## src/rtl/i_type_exec_unit_if.sv

```systemverilog
// Request/response bundle between register-read, the I-type execute unit and writeback.
interface i_type_exec_unit_if #(
    parameter int unsigned XLEN  = 32,
    parameter int unsigned TAG_W = 5
);
    logic             in_valid;
    logic             in_ready;
    logic [31:0]      in_instr;
    logic [XLEN-1:0]  in_rs1;
    logic [TAG_W-1:0] in_tag;
    logic             out_valid;
    logic             out_ready;
    logic [XLEN-1:0]  out_result;
    logic [TAG_W-1:0] out_tag;
    logic             out_illegal;
    logic             busy;

    modport master (
        output in_valid, in_instr, in_rs1, in_tag, out_ready,
        input  in_ready, out_valid, out_result, out_tag, out_illegal, busy
    );

    modport slave (
        input  in_valid, in_instr, in_rs1, in_tag, out_ready,
        output in_ready, out_valid, out_result, out_tag, out_illegal, busy
    );
endinterface

```

## src/rtl/i_type_exec_unit.sv

```systemverilog
// Handshaked RV32I/RV64I OP-IMM execute unit with an iterative shifter and
// illegal-encoding detection; results are held in an output register until drained.
module i_type_exec_unit #(
    parameter int unsigned XLEN       = 32,
    parameter int unsigned SHIFT_STEP = 1,
    parameter int unsigned TAG_W      = 5
) (
    input  logic             clk,
    input  logic             rst_n,
    i_type_exec_unit_if.slave io_bus
);
    localparam int unsigned SHAMT_W = (XLEN == 64) ? 6 : 5;
    localparam int unsigned CNT_W   = SHAMT_W + 2;
    localparam logic [CNT_W-1:0] STEP = CNT_W'(SHIFT_STEP);

    localparam logic [2:0] F3_ADD  = 3'b000;
    localparam logic [2:0] F3_SLL  = 3'b001;
    localparam logic [2:0] F3_SLT  = 3'b010;
    localparam logic [2:0] F3_SLTU = 3'b011;
    localparam logic [2:0] F3_XOR  = 3'b100;
    localparam logic [2:0] F3_SR   = 3'b101;
    localparam logic [2:0] F3_OR   = 3'b110;
    localparam logic [2:0] F3_AND  = 3'b111;

    typedef enum logic [0:0] {S_IDLE = 1'b0, S_SHIFT = 1'b1} state_t;

    state_t           r_state;
    state_t           w_state_next;
    logic [XLEN-1:0]  r_work;
    logic [CNT_W-1:0] r_rem;
    logic             r_left;
    logic             r_arith;
    logic [TAG_W-1:0] r_shift_tag;
    logic             r_out_valid;
    logic [XLEN-1:0]  r_out_result;
    logic [TAG_W-1:0] r_out_tag;
    logic             r_out_illegal;

    logic [2:0]         w_funct3;
    logic [XLEN-1:0]    w_imm;
    logic [SHAMT_W-1:0] w_shamt;
    logic               w_upper_clear;
    logic               w_is_shift;
    logic               w_illegal;
    logic               w_in_ready;
    logic               w_busy;
    logic               w_accept;
    logic               w_start_shift;
    logic [XLEN-1:0]    w_alu;
    logic [CNT_W-1:0]   w_k;
    logic [XLEN-1:0]    w_work_next;
    logic               w_shift_done;

    assign w_funct3 = io_bus.in_instr[14:12];
    assign w_imm    = {{(XLEN-12){io_bus.in_instr[31]}}, io_bus.in_instr[31:20]};
    assign w_shamt  = io_bus.in_instr[20 +: SHAMT_W];

    // Everything above shamt except instr[30] must be zero; instr[30] only selects SRAI
    assign w_upper_clear = ({io_bus.in_instr[31], io_bus.in_instr[29:20+SHAMT_W]} == '0);
    assign w_is_shift    = (w_funct3 == F3_SLL) || (w_funct3 == F3_SR);
    assign w_illegal     = ((w_funct3 == F3_SLL) && !(w_upper_clear && !io_bus.in_instr[30])) ||
                           ((w_funct3 == F3_SR)  && !w_upper_clear);
    assign w_accept      = io_bus.in_valid && w_in_ready;
    assign w_start_shift = w_accept && w_is_shift && !w_illegal && (w_shamt != '0);

    // Single-cycle ops; shifts only reach here with shamt == 0, so they pass rs1
    always_comb begin
        w_alu = io_bus.in_rs1;
        case (w_funct3)
            F3_ADD:  w_alu = io_bus.in_rs1 + w_imm;
            F3_SLT:  w_alu = XLEN'($signed(io_bus.in_rs1) < $signed(w_imm));
            F3_SLTU: w_alu = XLEN'(io_bus.in_rs1 < w_imm);
            F3_XOR:  w_alu = io_bus.in_rs1 ^ w_imm;
            F3_OR:   w_alu = io_bus.in_rs1 | w_imm;
            F3_AND:  w_alu = io_bus.in_rs1 & w_imm;
            default: w_alu = io_bus.in_rs1;
        endcase
    end

    assign w_k          = (r_rem < STEP) ? r_rem : STEP;
    assign w_shift_done = (r_rem == w_k);

    always_comb begin
        w_work_next = r_work >> w_k;
        if (r_left) begin
            w_work_next = r_work << w_k;
        end else if (r_arith) begin
            w_work_next = XLEN'($signed(r_work) >>> w_k);
        end
    end

    always_ff @(posedge clk or negedge rst_n) begin
        if (!rst_n) r_state <= S_IDLE;
        else        r_state <= w_state_next;
    end

    always_comb begin
        w_state_next = r_state;
        case (r_state)
            S_IDLE:  if (w_start_shift) w_state_next = S_SHIFT;
            S_SHIFT: if (w_shift_done)  w_state_next = S_IDLE;
            default: w_state_next = S_IDLE;
        endcase
    end

    always_comb begin
        w_in_ready = 1'b0;
        w_busy     = 1'b0;
        w_in_ready = rst_n && (r_state == S_IDLE) && (!r_out_valid || io_bus.out_ready);
        w_busy     = (r_state == S_SHIFT);
    end

    // Shifter working registers and the output holding register
    always_ff @(posedge clk or negedge rst_n) begin
        if (!rst_n) begin
            r_work        <= '0;
            r_rem         <= '0;
            r_left        <= 1'b0;
            r_arith       <= 1'b0;
            r_shift_tag   <= '0;
            r_out_valid   <= 1'b0;
            r_out_result  <= '0;
            r_out_tag     <= '0;
            r_out_illegal <= 1'b0;
        end else begin
            if (r_out_valid && io_bus.out_ready) r_out_valid <= 1'b0;
            if (r_state == S_IDLE) begin
                if (w_start_shift) begin
                    r_work      <= io_bus.in_rs1;
                    r_rem       <= CNT_W'(w_shamt);
                    r_left      <= (w_funct3 == F3_SLL);
                    r_arith     <= io_bus.in_instr[30];
                    r_shift_tag <= io_bus.in_tag;
                end else if (w_accept) begin
                    r_out_valid   <= 1'b1;
                    r_out_result  <= w_illegal ? '0 : w_alu;
                    r_out_tag     <= io_bus.in_tag;
                    r_out_illegal <= w_illegal;
                end
            end else begin
                r_work <= w_work_next;
                r_rem  <= r_rem - w_k;
                if (w_shift_done) begin
                    r_out_valid   <= 1'b1;
                    r_out_result  <= w_work_next;
                    r_out_tag     <= r_shift_tag;
                    r_out_illegal <= 1'b0;
                end
            end
        end
    end

    assign io_bus.in_ready    = w_in_ready;
    assign io_bus.busy        = w_busy;
    assign io_bus.out_valid   = r_out_valid;
    assign io_bus.out_result  = r_out_result;
    assign io_bus.out_tag     = r_out_tag;
    assign io_bus.out_illegal = r_out_illegal;
endmodule
```

## src/flat_wrapper.sv

```systemverilog
// flat-port wrapper written by rule: the top's interface ports become plain ports
module i_type_exec_unit_flat 
#(
    parameter int unsigned XLEN       = 32,
    parameter int unsigned SHIFT_STEP = 1,
    parameter int unsigned TAG_W      = 5
)
  (clk, rst_n, io_bus_in_valid, io_bus_in_instr, io_bus_in_rs1, io_bus_in_tag, io_bus_out_ready, io_bus_in_ready, io_bus_out_valid, io_bus_out_result, io_bus_out_tag, io_bus_out_illegal, io_bus_busy);
  i_type_exec_unit_if #(.XLEN(XLEN), .TAG_W(TAG_W)) io_bus_i ();
  input  logic clk;
  input  logic rst_n;
  input wire logic [$bits(io_bus_i.in_valid)-1:0] io_bus_in_valid;
  input wire logic [$bits(io_bus_i.in_instr)-1:0] io_bus_in_instr;
  input wire logic [$bits(io_bus_i.in_rs1)-1:0] io_bus_in_rs1;
  input wire logic [$bits(io_bus_i.in_tag)-1:0] io_bus_in_tag;
  input wire logic [$bits(io_bus_i.out_ready)-1:0] io_bus_out_ready;
  output wire logic [$bits(io_bus_i.in_ready)-1:0] io_bus_in_ready;
  output wire logic [$bits(io_bus_i.out_valid)-1:0] io_bus_out_valid;
  output wire logic [$bits(io_bus_i.out_result)-1:0] io_bus_out_result;
  output wire logic [$bits(io_bus_i.out_tag)-1:0] io_bus_out_tag;
  output wire logic [$bits(io_bus_i.out_illegal)-1:0] io_bus_out_illegal;
  output wire logic [$bits(io_bus_i.busy)-1:0] io_bus_busy;
  assign io_bus_i.in_valid = io_bus_in_valid;
  assign io_bus_i.in_instr = io_bus_in_instr;
  assign io_bus_i.in_rs1 = io_bus_in_rs1;
  assign io_bus_i.in_tag = io_bus_in_tag;
  assign io_bus_i.out_ready = io_bus_out_ready;
  assign io_bus_in_ready = io_bus_i.in_ready;
  assign io_bus_out_valid = io_bus_i.out_valid;
  assign io_bus_out_result = io_bus_i.out_result;
  assign io_bus_out_tag = io_bus_i.out_tag;
  assign io_bus_out_illegal = io_bus_i.out_illegal;
  assign io_bus_busy = io_bus_i.busy;
  i_type_exec_unit #(.XLEN(XLEN), .SHIFT_STEP(SHIFT_STEP), .TAG_W(TAG_W)) u_core (.clk(clk), .rst_n(rst_n), .io_bus(io_bus_i));
endmodule
```

## config.mk

```make
export PLATFORM = sky130hd
export DESIGN_NAME = i_type_exec_unit_flat
export DESIGN_NICKNAME = d
export VERILOG_FILES = /design/src/rtl/i_type_exec_unit_if.sv /design/src/rtl/i_type_exec_unit.sv /design/src/flat_wrapper.sv
export SDC_FILE = /design/constraint.sdc
export NUM_CORES = 1
export LEC_CHECK = 0
export CORE_ASPECT_RATIO = 0.8
export CORE_MARGIN = 1.5
export CORE_UTILIZATION = 50
export CTS_BUF_LIST = sky130_fd_sc_hd__clkbuf_8
export DETAILED_ROUTE_END_ITERATION = 10
export PLACE_DENSITY = 0.78
export SYNTH_ARGS = -nofsm -noshare
export SYNTH_HDL_FRONTEND = slang
export SYNTH_SLANG_ARGS = --single-unit
export TNS_END_PERCENT = 20
```

## constraint.sdc

```tcl
create_clock -name clk -period 4.25 [get_ports clk]
set_clock_uncertainty 0.15 [all_clocks]
set_input_delay 0.6375 -clock clk [delete_from_list [all_inputs] [get_ports clk]]
set_output_delay 0.6375 -clock clk [all_outputs]
set_load 0.005 [all_outputs]
```

# ---- After elaboration in Yosys (flattened, before gate mapping)
# Index checks and enable logic that the tools add are counted.
dict set report classes {
  n_reduce_logical 25
  magnitude_cmp 3
  shift 3
  eq_ne 10
  mux 29
  n_addsub 2
  n_bitwise 4
}
# operator n
set ops {}
lappend ops {{32-bit two-way mux} 9}
lappend ops {{32-bit case mux with 6 select lines} 1}
lappend ops {{32-bit adder} 1}
lappend ops {{32-bit bitwise AND} 1}
lappend ops {{32-bit by 12-bit less-than comparator with 1-bit output} 1}
lappend ops {{32-bit less-than comparator} 1}
lappend ops {{32-bit bitwise OR} 1}
lappend ops {{32-bit by 7-bit left shift with 32-bit output} 1}
lappend ops {{32-bit by 7-bit right shift with 32-bit output} 1}
lappend ops {{32-bit by 7-bit >>> shifter with 32-bit output} 1}
lappend ops {{32-bit XOR} 1}
lappend ops {{7-bit two-way mux} 3}
lappend ops {{5-bit two-way mux} 4}
lappend ops {{3-bit equality test (second input constant)} 4}
lappend ops {{1-bit two-way mux} 11}
lappend ops {{1-bit logical AND} 10}
lappend ops {{7-bit equality test} 1}
lappend ops {{7-bit by 1-bit less-than comparator with 1-bit output (second input constant)} 1}
lappend ops {{7-bit subtractor} 1}
lappend ops {{3-bit by 2-bit equality test with 1-bit output (second input constant)} 2}
lappend ops {{6-bit logical NOT} 1}
lappend ops {{1-bit logical NOT} 5}
lappend ops {{5-bit nonzero test} 1}
lappend ops {{2-bit nonzero test} 2}
lappend ops {{other kinds (9)} 11}
dict set report word_totals {
  input_bits 73
  output_inout_bits 41
  wordCells 86
  ff_bits 86
}

# ---- Longest topological paths before layout
# Gate-level depths: netlist (run 1).
dict set report depth {
  depth_word 10
  ltp_mapped 11
}

# ---- Worst setup path before layout (run 1)
# Ideal clock, no wire load.
dict set report synth_path {
  path_type {input to register}
  from {input port io_bus_in_instr[31]}
  to {register u_core.r_out_result[25] (netlist: u_core.io_bus.out_result[25])}
  setup_ns 0.130
  arrival_ns 3.267
  setup_slack_ns 0.703
  required_ns 3.970
  stages 11
  path_buffers 1
  path_cell_list {inv_1 ha_1 buf_2 a21oi_1 o21ai_0 a41oi_1 nand3_2 a31o_2 a21o_1 a311oi_1 o22ai_1}
}
dict set report synth_via {
  elab_chain_len 10
}
# element line_no
set synth_lines {}
lappend synth_lines {{start: declaration} flat_wrapper.sv:13} ;# input wire logic [$bits(io_bus_i.in_instr)-1:0] io_bus_in_instr;
lappend synth_lines {{branches (longest 10 deep; another with 32-bit adder)} n/a}
lappend synth_lines {{end signal: assignment} i_type_exec_unit.sv:136} ;# r_out_result <= w_illegal ? '0 : w_alu;
lappend synth_lines {{end signal: assignment} i_type_exec_unit.sv:145} ;# r_out_result <= w_work_next;
lappend synth_lines {{end: declaration} i_type_exec_unit.sv:35} ;# logic [XLEN-1:0] r_out_result;
# Parallel ways; which one is timed is not known. The select of a mux whose other input is x is not followed.
# A chain may end at the register's enable or synchronous reset.

# ---- Worst setup path after layout (run 1)
dict set report layout_path {
  from {input port io_bus_in_rs1[0]}
  to {register u_core.r_out_result[24] (netlist: u_core.io_bus.out_result[24])}
}
dict set report layout_via {
  elab_chain_len 6
}
# element line_no
set layout_lines {}
lappend layout_lines {{start: declaration} flat_wrapper.sv:14} ;# input wire logic [$bits(io_bus_i.in_rs1)-1:0] io_bus_in_rs1;
lappend layout_lines {{32-bit adder} i_type_exec_unit.sv:70} ;# F3_ADD: w_alu = io_bus.in_rs1 + w_imm;
lappend layout_lines {{32-bit case mux with 6 select lines} i_type_exec_unit.sv:69} ;# case (w_funct3)
lappend layout_lines {{32-bit two-way mux} i_type_exec_unit.sv:136}
lappend layout_lines {{32-bit two-way mux} i_type_exec_unit.sv:134} ;# end else if (w_accept) begin
lappend layout_lines {{32-bit two-way mux} i_type_exec_unit.sv:128} ;# if (w_start_shift) begin
lappend layout_lines {{32-bit two-way mux} i_type_exec_unit.sv:127} ;# if (r_state == S_IDLE) begin
# No other way between the ends. The select of a mux whose other input is x is not followed.

==> run_results.csv, run 1 <==
group,metric,value,unit
sta,tightest_slew,0.8973,ns
die,core_area,17220,um2
drt,ant_nets,0,
critical_path,setup.worst_path.class,"in -> reg",
drt,firstDrtPassIters,6,
power,clkPwrFrac,0.185,
drt,drt_iter0_drc,873,
yosys,avgSynthCellArea,7.755,um2
yosys,ys_seq_area_frac,0.2462,
final_layout,layout_common_cells,"nand2_1, inv_1, ha_1",
cts,holdBufCountCts,1,
sta,setup_viol,0,
global_route,grt_max_degree,69,
power,total_leakage_power,4.484,nW
critical_path,crit_top_cell,"a211oi_2",
cts,postCtsSetupBuffers,0,
min_path,hold_class,"reg -> reg",
drt,drcViolationCount,0,
critical_path,slowest_stage,"clkdlybuf4s50_1",
critical_path,path_max_fanout,4,
place,io_buffers,96,
critical_path,crit_chain,"clkdlybuf4s50_1 > ha_1 > fa_1 > a211oi_2 > o31ai_2 > o211ai_2 > a21oi_2 > a211oi_2 > buf_4 > o21ai_0 > mux2i_1 > a21oi_1",
global_route,antenna_found_initial,0,
drt,routed_wl,28.40,mm
place,dpl.hpwl,20.76,mm
cts,clkSlewWorstSetupHoldPaths,0.08,ns
power,power_frac_seq,0.399,
outcome,status,"complete, no violations",
final_layout,design_area,10120,um2
yosys,netlist_area,8740,um2
critical_path,worst_setup_path_start_kind,"primary input",
yosys,syn_inst,1127,
place,place_area,9932,um2
final_layout,drive_gt1_frac,0.06816,
final_layout,final_cells,1428,
yosys,synth_flop_cell,"dfrtp_1",
yosys,synth.distinct_cells,79,
power,combPwrFrac,0.417,
die,rows,43,
cts,cts-resized-gates,0,
sta,slew_violations,0,
global_route,grt_usage,0.3160,
cts,h-tree-depth,3,
power,powerDensity,295.4,nW/um2
yosys,synth_top_area_cell,"dfrtp_1",
drt,viasPerCell,6.328,
die,start_util,0.5076,
drt,via_count,9037,
cts,cts_buffer_depth,2,
power,internal_power,1.848,mW
sta,final.setup.tns,0,ns
sta,relSlewSlack,0.4018,
global_route,first_global_vias,8325,
yosys,synth_top_cells_by_area,"dfrtp_1, ha_1, nand2_1, inv_1, o21ai_0",
cts,cts.sinks,86,
flow_run,max_cap_viol_count,0,
power,sw_frac_of_total,0.3818,
critical_path,end_kind,"register",
critical_path,crit_required,4.34,ns
cts,insertion_delay,0.36,ns
sta,fmax,0.2724,GHz
final_layout,fin_nets,1372,
critical_path,worstPathArrival,3.76,ns
yosys,synth_top_cell_area_share,0.2462,
die,die_x,150.8,um
final_layout,final_common_cell,"nand2_1",
drt,wl_per_cell,19.89,um
sta,fin_crit_sh,0.8638,
yosys,yosysWarnings,0,
global_route,grt_pass1_wl,45.04,mm
cts,numCtsBuffers,9,
sta,min_period,3.671,ns
power,p_total,2.989,mW
yosys,synthArstFlopShare,1.000,
cts,clock-root-buffer,"clkbuf_8",
sta,hold_viol_final,0,
global_route,grt_overflow,0,
yosys,synth-edff-count,0,
power,vdd_drop_max,0.1891,mV
die,ioPinCount,114,
die,fp.dieArea,18290,um2
yosys,ys_ff_latch,86,
sta,rsz0062_at_grt,"no",
place,dp.cells,1413,
final_layout,final_util,0.5876,
final_layout,antenna_cells,0,
cts,cts_tree,"yes",
die,die_y,121.3,um
place,place_congestion,0.9893,
critical_path,critPathMaxStageDelay,0.58,ns
power,p_switching,1.141,mW
yosys,syn-num-nets,1299,
final_layout,area_growth,15.75,%
[state kept, by name (all words and copies together) (netlist names)]
signal,cells
u_core.io_bus.busy,1
u_core.io_bus.out_illegal,1
u_core.io_bus.out_result,32
u_core.io_bus.out_tag,5
u_core.io_bus.out_valid,1
u_core.r_arith,1
u_core.r_left,1
u_core.r_rem,7
u_core.r_shift_tag,5
u_core.r_work,32
[worst max-delay path, delay by kind of cell]
kind	cells	cell delay, ns
buf+inv	2	0.75
fa+ha+maj	2	0.60
mux	1	0.36
compound gates	7	1.41
[metal layers]
layer  share of wire  vias to the layer above  GRT usage
met5               0                        -          0
met3           0.093                       56    0.04962
met2            0.45                      494     0.4989
met4           0.030                        0     0.1050
li1                -                     4216          -
met1            0.43                     4271     0.4396
[stage by stage]
step / setup slack (ns) / hold WS (ns)
after CTS: 0.6917 / 0.3245
after floorplan: 0.7034 / 0.1919
final: 0.5788 / 0.3189
after global placement: 0.3373 / 0.3011
after global routing: 0.4901 / 0.3368
after detailed placement: 0.3218 / 0.3060
[cell families after synthesis]
kind of cell | count (synthesis) | synth area share
AOI/OAI and AO/OA | 389 | 0.3057
and+or+nand+nor | 324 | 0.1626
buffers and inverters | 177 | 0.08518
adders and majority gates | 99 | 0.1426
DFF | 86 | 0.2462
muxes | 28 | 0.03364
xor gates and xnor gates | 24 | 0.02405
[power groups by stage]
stage | logic, mW | registers (mW) | clock network, mW
global route | 1.38 | 1.21 | 0.584
detailed placement | 1.22 | 1.20 | 0
floorplan | 0.755 | 1.16 | 0
CTS | 1.23 | 1.18 | 0.553
global placement | 1.20 | 1.19 | 0
finish | 1.25 | 1.19 | 0.552
[worst paths after layout]
kind / startpoint / end / slack, ns / cells after the start
hold reg to reg: u_core.r_shift_tag[2] / u_core.r_shift_tag[2] / 0.32 / 2
max in group asynchronous: rst_n / u_core.r_work[28] / 2.26 / 3
setup reg to reg: u_core.r_rem[3] / u_core.io_bus.out_result[17] / 1.11 / 8
hold / removal: u_core.r_shift_tag[2] / u_core.r_shift_tag[2] / 0.32 / 2
min in group asynchronous: rst_n / u_core.io_bus.out_result[6] / 0.52 / 2
setup / recovery: io_bus_in_rs1[0] / u_core.io_bus.out_result[24] / 0.58 / 12
[layout make-up]
class	instances	area (um2)
clock buffers	12	165.2
clock inverters	2	8.758
fillers	1628	7101
inverters	102	382.9
multi-input cells	864	5854
flip-flops and latches	86	2152
well taps	225	281.5
repair buffers	137	1271
[synth_stat cells (all sizes together) (6+ instances only)]
cell type  count
nand2        165
inv          101
ha            98
dfrtp         86
nor2          70
o21ai         69
a21oi         61
clkbuf        45
o22ai         43
o211ai        42
a31oi         31
buf           28
mux2i         26
xnor2         24
a21boi        23
a211oi        21
nand3         20
o311ai        17
nor4          15
nor3          12
a21o          11
a221oi         8
nand2b         8
o21bai         8
o31ai          7
a22oi          6
nand4          6
o221ai         6
or3            6
Power figures use the tool's default switching activity.
==> run 2, diff against run 1 <==
MAX_ROUTING_LAYER = met4   (was unset)
SLEW_MARGIN = 20   (was unset)
clock period = 3.55 ns   (was 4.25 ns; I/O delays follow)
==> run_results.csv, run 2 (same netlist as run 1, synthesis figures left out) <==
group,metric,value,unit
sta,setup_ws,0.2125,ns
cts,insertion_delay,0.36,ns
power,p_total,3.801,mW
final_layout,area_growth,27.30,%
sta,hold_viol_final,0,
sta,rsz0062_at_grt,"no",
drt,viasPerCell,6.079,
critical_path,setup.worst_path.class,"in -> reg",
sta,fmax,0.2996,GHz
sta,fin_crit_sh,0.9401,
power,power_frac_seq,0.376,
critical_path,worstPathArrival,3.44,ns
cts,postCtsSetupBuffers,0,
global_route,grt_pass1_wl,46.74,mm
final_layout,fin_nets,1498,
min_path,hold_class,"reg -> reg",
global_route,grt_usage,0.3350,
die,ioPinCount,114,
critical_path,crit_required,3.65,ns
critical_path,path_max_fanout,4,
power,total_leakage_power,5.122,nW
die,die_y,121.3,um
global_route,grt_overflow,0,
cts,cts_buffer_depth,2,
min_path,min_from,"u_core.r_shift_tag[1]",
cts,h-tree-depth,3,
power,sw_frac_of_total,0.3688,
drt,drcViolationCount,0,
cts,numCtsBuffers,9,
power,combPwrFrac,0.437,
place,place_congestion,0.9591,
power,powerDensity,341.6,nW/um2
cts,clock-root-buffer,"clkbuf_8",
place,place_ws,-0.1245,ns
drt,routed_wl,29.58,mm
critical_path,worst_setup_path_start_kind,"primary input",
final_layout,drive_gt1_frac,0.1578,
place,io_buffers,96,
sta,setup_viol,0,
final_layout,antenna_cells,0,
flow_run,max_cap_viol_count,0,
drt,ant_nets,0,
critical_path,startpoint,"io_bus_in_rs1[0]",
die,core_area,17220,um2
global_route,grt_max_degree,75,
sta,tightest_slew,0.9600,ns
cts,cts-resized-gates,0,
outcome,status,"complete, no violations",
power,clkPwrFrac,0.188,
critical_path,r2r_start,"u_core.r_rem[3]",
global_route,antenna_found_initial,0,
power,internal_power,2.399,mW
die,rows,43,
die,start_util,0.5076,
global_route,first_global_vias,9015,
sta,slew_violations,0,
power,p_switching,1.402,mW
drt,drt_iter0_drc,718,
place,dp.cells,1539,
drt,via_count,9459,
die,die_x,150.8,um
final_layout,layout_common_cells,"nand2_1, buf_4, inv_1",
cts,clkSlewWorstSetupHoldPaths,0.08,ns
final_layout,final_common_cell,"nand2_1",
cts,cts_tree,"yes",
cts,cts.sinks,86,
place,dpl.hpwl,22.59,mm
sta,min_period,3.337,ns
final_layout,final_util,0.6462,
drt,wl_per_cell,19.01,um
cts,holdBufCountCts,1,
sta,relSlewSlack,0.3600,
die,fp.dieArea,18290,um2
critical_path,end_kind,"register",
power,vdd_drop_max,0.2602,mV
final_layout,final_cells,1556,
drt,firstDrtPassIters,7,
sta,holdWs,0.3246,ns
## run 2: changes by cell type in the layout (fill, tap and decap cells not counted)
cell	change
clkbuf_8	-1
buf_4	+123
clkinv_2	+2
buf_12	+3
bufinv_16	+1
## run 2: worst paths after layout
path                                                endpoint  slack (ns)  depth (start not counted)
worst max-delay path            u_core.io_bus.out_result[20]        0.21                         12
worst min-delay path                   u_core.r_shift_tag[1]        0.32                          2
worst max register to register  u_core.io_bus.out_result[17]        0.72                          8
worst min register to register         u_core.r_shift_tag[1]        0.32                          2
max in group asynchronous              u_core.r_shift_tag[1]        1.65                          3
min in group asynchronous                    u_core.r_rem[2]        0.40                          2
## run 2: area by class of cell
class,count,area [um2]
Tap cell,225,281.5
Clock buffer,11,151.4
Timing Repair Buffer,263,2255
Inverter,102,382.9
Clock inverter,5,48.80
Multi-Input combinational cell,864,5854
Sequential cell,86,2152
Fill cell,1524,6091
## run 2: layer usage
| metal | vias to the layer above | global-route usage | wire [um] |
|---|---|---|---|
| li1 | 4464 | - | - |
| met1 | 4530 | 0.4389 | 12680 |
| met2 | 400 | 0.5177 | 13390 |
| met3 | 65 | 0.05226 | 2408 |
| met4 | 0 | 0.1359 | 1102 |
| met5 | - | - | 0 |
## run 2: power by group through the flow
stage	sequential, mW	clock (mW)	combinational, mW
2_1_floorplan	1.38	0	0.904
3_3_place_gp	1.43	0	1.59
3_5_place_dp	1.44	0	1.63
4_1_cts	1.42	0.724	1.65
5_1_grt	1.45	0.772	1.82
6_report	1.43	0.713	1.66
## run 2: worst max-delay path, cell delays in order
cell	delay (ns)
clkdlybuf4s50_1	0.43
ha_1	0.25
fa_1	0.44
a211oi_2	0.25
o31ai_2	0.12
o211ai_2	0.23
a21oi_2	0.11
a211oi_2	0.43
a2111oi_2	0.14
o31ai_1	0.27
buf_4	0.17
a21oi_1	0.06
## run 2: per-stage QoR
stage / setup TNS (ns) / area (um2)
after global routing: 0 / 11130
after detailed placement: -0.5111 / 10920
after floorplan: 0 / 8740
final: 0 / 11130
after CTS: 0 / 11130
after global placement: -0.3102 / 10920
==> run 3, diff against run 2 <==
CORE_ASPECT_RATIO = 0.7   (was 0.8)
CORE_UTILIZATION = 55   (was 50)
PLACE_DENSITY = 0.85   (was 0.78)
==> run_results.csv, run 3 (same netlist as run 1, synthesis figures left out) <==
group,metric,value,unit
outcome,status,"complete, no violations",
cts,postCtsSetupBuffers,0,
sta,rsz0062_at_grt,"no",
critical_path,r2r_end,"u_core.io_bus.out_result[19]",
cts,cts.sinks,86,
drt,via_count,9721,
drt,viasPerCell,6.374,
drt,firstDrtPassIters,7,
die,die_x,153.7,um
power,sw_frac_of_total,0.3803,
power,clkPwrFrac,0.181,
critical_path,crit_required,3.65,ns
cts,clock-root-buffer,"clkbuf_8",
sta,setup_viol,0,
flow_run,max_cap_viol_count,0,
drt,route.met3.wl,3.248,mm
critical_path,rrSetupSlack,0.67,ns
critical_path,r2r_start,"u_core.r_rem[5]",
critical_path,worstPathArrival,3.56,ns
place,dpl.hpwl,22.61,mm
sta,tightest_slew,0.8024,ns
cts,numCtsBuffers,9,
cts,h-tree-depth,3,
final_layout,final_common_cell,"nand2_1",
critical_path,worst_setup_path_start_kind,"primary input",
sta,final.setup.tns,0,ns
drt,drcViolationCount,0,
drt,ant_nets,0,
final_layout,drive_gt1_frac,0.1556,
die,start_util,0.5639,
global_route,first_global_vias,9228,
global_route,grt_overflow,0,
global_route,grt_pass1_wl,47.46,mm
sta,relSlewSlack,0.4651,
power,internal_power,2.341,mW
critical_path,r2r_cells,9,
power,total_leakage_power,5.083,nW
place,place_ws,-0.1891,ns
critical_path,setup.worst_path.class,"in -> reg",
die,die_y,108.5,um
cts,clkSlewWorstSetupHoldPaths,0.09,ns
final_layout,final_util,0.7118,
place,place_congestion,1.046,
global_route,grt_max_degree,65,
die,fp.dieArea,16670,um2
cts,cts-resized-gates,0,
final_layout,design_area,11030,um2
critical_path,startpoint,"io_bus_in_rs1[1]",
sta,setup_ws,0.08210,ns
place,place_area,10830,um2
critical_path,crit_end,"u_core.io_bus.out_result[31]",
final_layout,area_growth,26.24,%
global_route,antenna_found_initial,0,
sta,min_period,3.468,ns
drt,routed_wl,29.91,mm
place,dp.cells,1509,
drt,wl_met1,12.24,mm
power,vdd_drop_max,0.2931,mV
final_layout,layout_common_cells,"nand2_1, buf_4, inv_1",
sta,fin_crit_sh,0.9769,
power,powerDensity,342.4,nW/um2
critical_path,end_kind,"register",
global_route,grt_usage,0.3728,
drt,top_layer_used,"met4",
cts,cts_tree,"yes",
final_layout,fin_nets,1492,
drt,drt_iter0_drc,1036,
min_path,hold_class,"in -> async",
final_layout,final_cells,1525,
power,power_frac_seq,0.381,
sta,hold_viol_final,0,
critical_path,path_max_fanout,3,
drt,wl_met2,13.22,mm
cts,cts_buffer_depth,2,
power,p_switching,1.437,mW
die,rows,38,
sta,slew_violations,0,
power,combPwrFrac,0.437,
die,ioPinCount,114,
place,io_buffers,96,
drt,wl_per_cell,19.61,um
die,core_area,15500,um2
cts,holdBufCountCts,0,
cts,insertion_delay,0.38,ns
sta,fmax,0.2884,GHz
## run 3: how the worst min path moves through the flow
stage,start,slack (ns),end
floorplan,rst_n,0.09,u_core.io_bus.busy
global placement,u_core.r_shift_tag[0],0.30,u_core.r_shift_tag[0]
detailed placement,u_core.r_shift_tag[2],0.31,u_core.r_shift_tag[2]
CTS,rst_n,0.03,u_core.io_bus.out_result[2]
global route,rst_n,0.04,u_core.io_bus.out_result[2]
finish,rst_n,0.02,u_core.io_bus.out_result[2]
## run 3: power by group through the flow
stage                     Combinational [mW]  Sequential [mW]  Clock, mW
after floorplan                        0.904             1.38          0
after global placement                  1.57             1.43          0
after detailed placement                1.61             1.44          0
after CTS                               1.63             1.42      0.687
after global routing                    1.80             1.46      0.722
final                                   1.65             1.44      0.685
## run 3: area by class of cell
| class | count | area, um2 |
|---|---|---|
| Inverter | 102 | 382.9 |
| Clock buffer | 9 | 123.9 |
| Tap cell | 200 | 250.2 |
| Sequential cell | 86 | 2152 |
| Multi-Input combinational cell | 864 | 5871 |
| Antenna cell | 1 | 2.502 |
| Timing Repair Buffer | 257 | 2195 |
| Fill cell | 1229 | 4467 |
| Clock inverter | 6 | 56.30 |
## run 3: worst max-delay path: stages
cell and delay [ns]:
clkdlybuf4s50_1 0.54, inv_1 0.08, ha_1 0.33, a211oi_2 0.29
nor4_1 0.16, o21ai_0 0.42, nand3_2 0.18, a31o_2 0.31
buf_4 0.14, a221oi_2 0.28, xnor2_1 0.20, o22ai_1 0.10
## run 3: routing by layer
metal,vias up,GRT usage
met5,-,-
met4,0,0.1657
met3,113,0.08016
met2,615,0.5663
met1,4533,0.4806
li1,4460,-
## run 3: through the flow
stage	hold slack, ns	power, mW
2_1_floorplan	0.08691	2.288
3_3_place_gp	0.3014	2.998
3_5_place_dp	0.3117	3.055
4_1_cts	0.03015	3.738
5_1_grt	0.03736	3.981
6_report	0.02297	3.778
